**config.mk**
```make
export PLATFORM = sky130hd
export DESIGN_NAME = instruction_sequencer_flat
export DESIGN_NICKNAME = d
export VERILOG_FILES = /design/src/rtl/instruction_sequencer_pkg.sv /design/src/rtl/instruction_sequencer_if.sv /design/src/rtl/instruction_sequencer_seq_delay_counter.sv /design/src/rtl/instruction_sequencer.sv /design/src/flat_wrapper.sv
export SDC_FILE = /design/constraint.sdc
export NUM_CORES = 1
export LEC_CHECK = 0
export CORE_MARGIN = 2
export CORE_UTILIZATION = 40
export DETAILED_ROUTE_END_ITERATION = 6
export GPL_ROUTABILITY_DRIVEN = 0
export PLACE_DENSITY = 0.8
export SLEW_MARGIN = 20
export SYNTH_ARGS = -nofsm -noshare
export SYNTH_HDL_FRONTEND = slang
export SYNTH_SLANG_ARGS = --single-unit
```
**constraint.sdc**
```tcl
create_clock -name clk -period 3.1 [get_ports clk]
set_input_delay 0.93 -clock clk [delete_from_list [all_inputs] [get_ports clk]]
set_output_delay 0.93 -clock clk [all_outputs]
set_load 0.005 [all_outputs]
```
**src/rtl/instruction_sequencer_pkg.sv**
```systemverilog
// instruction_sequencer_pkg: shared widths, opcode encodings, field positions and FSM states for the sequencer.
package instruction_sequencer_pkg;
    localparam int ADDR_W   = 16;
    localparam int INSTR_W  = 28;
    localparam int TARGET_W = 8;
    localparam int DELAY_W  = 24;
    localparam int OPC_MSB  = INSTR_W - 1;
    localparam int OPC_LSB  = INSTR_W - 4;
    localparam int IMM_MSB  = INSTR_W - 5;
    localparam logic [3:0] OPC_NOP  = 4'h0;
    localparam logic [3:0] OPC_ADD  = 4'h1;
    localparam logic [3:0] OPC_SUB  = 4'h2;
    localparam logic [3:0] OPC_SMUL = 4'h3;
    localparam logic [3:0] OPC_BLE  = 4'h4;
    localparam logic [3:0] OPC_JMP  = 4'h5;
    typedef enum logic [1:0] {IDLE = 2'd0, RUN = 2'd1, DELAY = 2'd2} state_e;
endpackage

```
**src/rtl/instruction_sequencer_if.sv**
```systemverilog
// instruction_sequencer_if: ROM fetch, issue and execute-feedback signals of the sequencer.
interface instruction_sequencer_if;
    import instruction_sequencer_pkg::*;
    logic                enable;
    logic [ADDR_W-1:0]   rom_address;
    logic [INSTR_W-1:0]  rom_instruction;
    logic [INSTR_W-1:0]  instruction;
    logic                instr_valid;
    logic                stall;
    logic                branch_taken;
    logic [TARGET_W-1:0] branch_target;
    logic                delay_active;
    modport master (
        input  enable, rom_instruction, stall, branch_taken, branch_target,
        output rom_address, instruction, instr_valid, delay_active
    );
    modport slave (
        output enable, rom_instruction, stall, branch_taken, branch_target,
        input  rom_address, instruction, instr_valid, delay_active
    );
endinterface

```
**src/rtl/instruction_sequencer_seq_delay_counter.sv**
```systemverilog
// seq_delay_counter: NOP wait counter with load/decrement and last/zero flags; exists only with SEQ_NOP_DELAY_EN.
`ifdef SEQ_NOP_DELAY_EN
module seq_delay_counter
    import instruction_sequencer_pkg::*;
(
    input  logic               clk,
    input  logic               rst_n,
    input  logic               clr,
    input  logic               load,
    input  logic               dec,
    input  logic [DELAY_W-1:0] load_val,
    output logic               last,
    output logic               zero
);
    logic [DELAY_W-1:0] count_q, count_d;
    always_comb count_d = clr ? '0 : load ? load_val : (dec && !zero) ? count_q - DELAY_W'(1) : count_q;
    always_ff @(posedge clk) begin
        if (!rst_n) count_q <= '0;
        else        count_q <= count_d;
    end
    assign zero = count_q == '0;
    assign last = count_q == DELAY_W'(1);
endmodule
`endif

```
**src/rtl/instruction_sequencer.sv**
```systemverilog
// instruction_sequencer: PC/fetch controller with stall, branch redirect and, under SEQ_NOP_DELAY_EN,
// NOP-immediate counted waits.
module instruction_sequencer
    import instruction_sequencer_pkg::*;
(
    input  logic clk,
    input  logic rst_n,
    instruction_sequencer_if.master bus
);
    state_e             state_q, state_d;
    logic [ADDR_W-1:0]  pc_q, pc_d;
    logic [INSTR_W-1:0] instr_q, instr_d;
    logic               valid_q, valid_d;
    logic               adv, redirect, fetch, delay_nop, delay_done;
    assign adv      = !bus.stall;
    assign redirect = adv && bus.branch_taken;
    assign fetch    = adv && !bus.branch_taken && state_q != DELAY && bus.enable;
`ifdef SEQ_NOP_DELAY_EN
    logic cnt_last, cnt_zero;
    assign delay_nop = bus.rom_instruction[OPC_MSB:OPC_LSB] == OPC_NOP && bus.rom_instruction[IMM_MSB:0] != '0;
    seq_delay_counter u_cnt (
        .clk      (clk),
        .rst_n    (rst_n),
        .clr      (redirect),
        .load     (fetch && delay_nop),
        .dec      (adv && state_q == DELAY),
        .load_val (bus.rom_instruction[IMM_MSB:0]),
        .last     (cnt_last),
        .zero     (cnt_zero)
    );
    assign delay_done       = cnt_last || cnt_zero;
    assign bus.delay_active = state_q == DELAY;
`else
    assign delay_nop        = 1'b0;
    assign delay_done       = 1'b1;
    assign bus.delay_active = 1'b0;
`endif
    always_comb begin
        state_d = state_q;
        pc_d    = pc_q;
        instr_d = instr_q;
        valid_d = valid_q;
        if (redirect) begin
            pc_d    = {{(ADDR_W-TARGET_W){1'b0}}, bus.branch_target};
            valid_d = 1'b0;
            state_d = RUN;
        end else if (adv && state_q == DELAY) begin
            valid_d = 1'b0;
            state_d = delay_done ? (bus.enable ? RUN : IDLE) : DELAY;
        end else if (fetch) begin
            instr_d = bus.rom_instruction;
            valid_d = 1'b1;
            pc_d    = pc_q + ADDR_W'(1);
            state_d = delay_nop ? DELAY : RUN;
        end else if (adv) begin
            valid_d = 1'b0;
            state_d = IDLE;
        end
    end
    always_ff @(posedge clk) begin
        if (!rst_n) begin
            state_q <= IDLE;
            pc_q    <= '0;
            instr_q <= '0;
            valid_q <= 1'b0;
        end else begin
            state_q <= state_d;
            pc_q    <= pc_d;
            instr_q <= instr_d;
            valid_q <= valid_d;
        end
    end
    assign bus.rom_address = pc_q;
    assign bus.instruction = instr_q;
    assign bus.instr_valid = valid_q;
endmodule

```
**src/flat_wrapper.sv**
```systemverilog
// flat-port wrapper written by rule: the top's interface ports become plain ports
module instruction_sequencer_flat import instruction_sequencer_pkg::*;
  (clk, rst_n, bus_enable, bus_rom_instruction, bus_stall, bus_branch_taken, bus_branch_target, bus_rom_address, bus_instruction, bus_instr_valid, bus_delay_active);
  instruction_sequencer_if bus_i ();
  input  logic clk;
  input  logic rst_n;
  input wire logic [$bits(bus_i.enable)-1:0] bus_enable;
  input wire logic [$bits(bus_i.rom_instruction)-1:0] bus_rom_instruction;
  input wire logic [$bits(bus_i.stall)-1:0] bus_stall;
  input wire logic [$bits(bus_i.branch_taken)-1:0] bus_branch_taken;
  input wire logic [$bits(bus_i.branch_target)-1:0] bus_branch_target;
  output wire logic [$bits(bus_i.rom_address)-1:0] bus_rom_address;
  output wire logic [$bits(bus_i.instruction)-1:0] bus_instruction;
  output wire logic [$bits(bus_i.instr_valid)-1:0] bus_instr_valid;
  output wire logic [$bits(bus_i.delay_active)-1:0] bus_delay_active;
  assign bus_i.enable = bus_enable;
  assign bus_i.rom_instruction = bus_rom_instruction;
  assign bus_i.stall = bus_stall;
  assign bus_i.branch_taken = bus_branch_taken;
  assign bus_i.branch_target = bus_branch_target;
  assign bus_rom_address = bus_i.rom_address;
  assign bus_instruction = bus_i.instruction;
  assign bus_instr_valid = bus_i.instr_valid;
  assign bus_delay_active = bus_i.delay_active;
  instruction_sequencer u_core (.clk(clk), .rst_n(rst_n), .bus(bus_i));
endmodule
```
==> impl_metrics.tcl, run 1 <==
set metrics [dict create \
    cp_max_fo 5 \
    grt_max_degree 30 \
    hold_start "u_core.bus.instruction[25]" \
    synth.area.top_cells "dfxtp_1, nand2_1, a21oi_1" \
    synthFlopType "dfxtp_1" \
    cp_cell_sequence "clkdlybuf4s50_1, or3b_1, or4_4, or3_1, a21oi_1" \
    hpwl_um 3408 \
    hold_class "flip-flop to flip-flop" \
    finalNetCount 351 \
    placed_area_um2 2723 \
    syn-num-nets 266 \
    fp.dieH_um 71.16 \
    seq_area_frac_synth 0.4993 \
    fp.coreArea_um2 4354 \
    synth-async-reset-ratio 0 \
    final_cell_area_um2 2809 \
    ios 87 \
    r2r_start "u_core.bus.rom_address[2]" \
    max_slew.worst_pin.slew_ns 0.5424 \
    rr_endpoint "u_core.bus.rom_address[14]" \
    fin_crit_sh 0.8652 \
    yosysTopAreaCell "dfxtp_1" \
    routedWlPerCell_um 12.98 \
    finalSetupTns_ns 0 \
    p_leak_nw 0.9778 \
    tritoncts "yes" \
    post-route-min-period_ns 2.682 \
    via_per_inst 4.992 \
    rsz0062_at_grt "false" \
    dieArea_um2 5064 \
    ys_types 30 \
    ctsResizeCount 0 \
    diodes 0 \
    slew_headroom 0.6380 \
    drcViolationCount 0 \
    cts_hold_buf 0 \
    cts_sinks 45 \
    cts_made_buffers 5 \
    layout-drive-gt1-share 0.05178 \
    vias 1802 \
    drt-total-wl_um 4685 \
    drv_slew 0 \
    synth_seq_cells 45 \
    worst-r2r-cell-count 4 \
    synth_top_area_frac 0.4993 \
    die_w_um 71.16 \
    portBuffers 85 \
    drt_iter0_drc 100 \
    powerDensity_nw_per_um2 402.4 \
    worst_path_max_delay_cell "or4_4" \
    cts_setup_buffers 0 \
    cap_viol_max_count 0 \
    gr-total-overflow 0 \
    crit_type "input pin to flip-flop" \
    setup_viol 0 \
    finalHoldViolCount 0 \
    synth_edf_count 0 \
    htreeDepth 2 \
    r2r_slack_ns 1.34 \
    first_global_vias 1749 \
    row_count 24 \
    drtAntennaViolNets 0 \
    root_buffer "clkbuf_8" \
    fmax_mhz 372.9 \
    cts_max_path_buffers 2 \
    cp-end-kind "flip-flop" \
    netlist_area_um2 1804 \
    cpPeakStageDelay_ns 0.58 \
    path_clk_slew_ns 0.08 \
    status "finished, final reports clean" \
    synthToLayoutAreaGrowth_pct 55.69 \
    syn_inst 224 \
    peakVddDrop_mv 0.3448 \
    finalPower_mw 1.130 \
    arrival_ns 2.90 \
    hold_path_end "u_core.bus.instruction[25]" \
    grt_pass1_wl_um 7610 \
    syn_area_per_cell_um2 8.055 \
    antenna_found_initial 0 \
    dr.pass1.iters 6 \
    worstSkewPairLatency_ns 0.29 \
    critPathRequiredTime_ns 3.32 \
    initial_core_util 0.4144 \
    clock_skew_ns 0.006043 \
    whs_path_depth 2 \
    cp-start-kind "input pin" \
    yosys_warnings 0 \
    grt_use_total 0.1890 \
]
[worst max path at each step]
stage	start	end	slack [ns]	cells after the start
global route	bus_enable	u_core.bus.rom_address[14]	0.32	5
finish	bus_enable	u_core.bus.rom_address[14]	0.42	5
floorplan	bus_branch_taken	u_core.bus.rom_address[12]	0.56	5
detailed placement	bus_enable	u_core.bus.rom_address[14]	0.11	5
global placement	bus_enable	u_core.bus.rom_address[14]	0.16	5
CTS	bus_enable	u_core.bus.rom_address[14]	0.41	5
[metrics by stage]
stage	util	setup WS, ns	std cells	hold WS (ns)
2_1_floorplan	-	0.5614	224	0.4527
3_3_place_gp	0.6253	0.1611	354	0.4406
3_5_place_dp	0.6253	0.1065	354	0.4470
4_1_cts	0.6451	0.4132	361	0.4583
5_1_grt	0.6451	0.3220	361	0.4776
6_report	0.6451	0.4180	361	0.4536
[layer usage]
layer / routed length [µm] / track usage / share of wire / up-vias
met2: 2404 / 0.3323 / 0.51 / 63
met5: 0 / 0 / 0 / -
li1: - / - / - / 917
met3: 368 / 0.06410 / 0.079 / 4
met1: 1881 / 0.2131 / 0.40 / 818
met4: 31 / 0.06289 / 0.0066 / 0
[cells in the final DEF (no fill, tap or decap), types with 2 or more instances in the layout]
cell type and count:
or3_1 4, xor2_1 8, dfxtp_1 45, nand4_1 5, o21ai_0 9, or4_4 2, a21oi_1 38, and3_1 2
clkdlybuf4s50_1 85, nor2_1 14, buf_4 5, nand3_1 2, nand2_1 64, xnor2_1 2, clkbuf_8 6, a211oi_1 2
[critical path: cells and delay by family]
family                 cells  cell delay (ns)
AND/OR/NAND/NOR            3             1.34
buffers and inverters      1             0.48
AO/OA/AOI/OAI              1             0.15
[where the power goes]
| part | total (mW) | internal [mW] | switching [mW] | leakage [nW] |
|---|---|---|---|---|
| Combinational | 0.158 | 0.0999 | 0.0576 | 0.567 |
| Clock | 0.359 | 0.177 | 0.182 | 0.0443 |
| Sequential | 0.614 | 0.597 | 0.0170 | 0.366 |
| Total | 1.13 | 0.874 | 0.256 | 0.978 |
[kinds of logic after synthesis]
| kind of cell | synth area share |
|---|---|
| xor gates and xnor gates | 0.04855 |
| AOI/OAI and AO/OA | 0.1533 |
| and+or+nand+nor | 0.2545 |
| other | 0.002078 |
| adders and majority gates | 0.006934 |
| buffers and inverters | 0.03537 |
| DFF | 0.4993 |
[Yosys cell counts, types with 2 or more instances]
master,instances
a211oi_1,2
a21oi_1,38
and3_1,2
clkbuf_1,11
dfxtp_1,45
nand2_1,64
nand3_1,2
nand4_1,5
nor2_1,14
o21ai_0,9
or3_1,4
or4_4,2
xnor2_1,2
xor2_1,8
[state kept, by name, summed over array words and instances, names as in the netlist]
signal,flops
u_core.bus.rom_address,16
u_core.bus.instruction,28
u_core.bus.instr_valid,1
[layout make-up]
| class | instances | area, µm² |
|---|---|---|
| clock buffer | 7 | 86.33 |
| inverter | 1 | 3.754 |
| multi-input combinational | 165 | 844.6 |
| tap | 52 | 65.06 |
| timing repair buffer | 91 | 908.4 |
| fill | 377 | 1545 |
| sequential | 45 | 900.9 |
(Power assumes the default switching activity.)
==> run 2: changes to the inputs <==
--- a/config.mk
+++ b/config.mk
@@ -10,7 +10,7 @@
 export DETAILED_ROUTE_END_ITERATION = 6
 export GPL_ROUTABILITY_DRIVEN = 0
 export PLACE_DENSITY = 0.8
-export SLEW_MARGIN = 20
+export SLEW_MARGIN = 5
 export SYNTH_ARGS = -nofsm -noshare
 export SYNTH_HDL_FRONTEND = slang
 export SYNTH_SLANG_ARGS = --single-unit
==> results of run 2 <==
The final DEF is identical to that of run 1; final timing and power are the same.
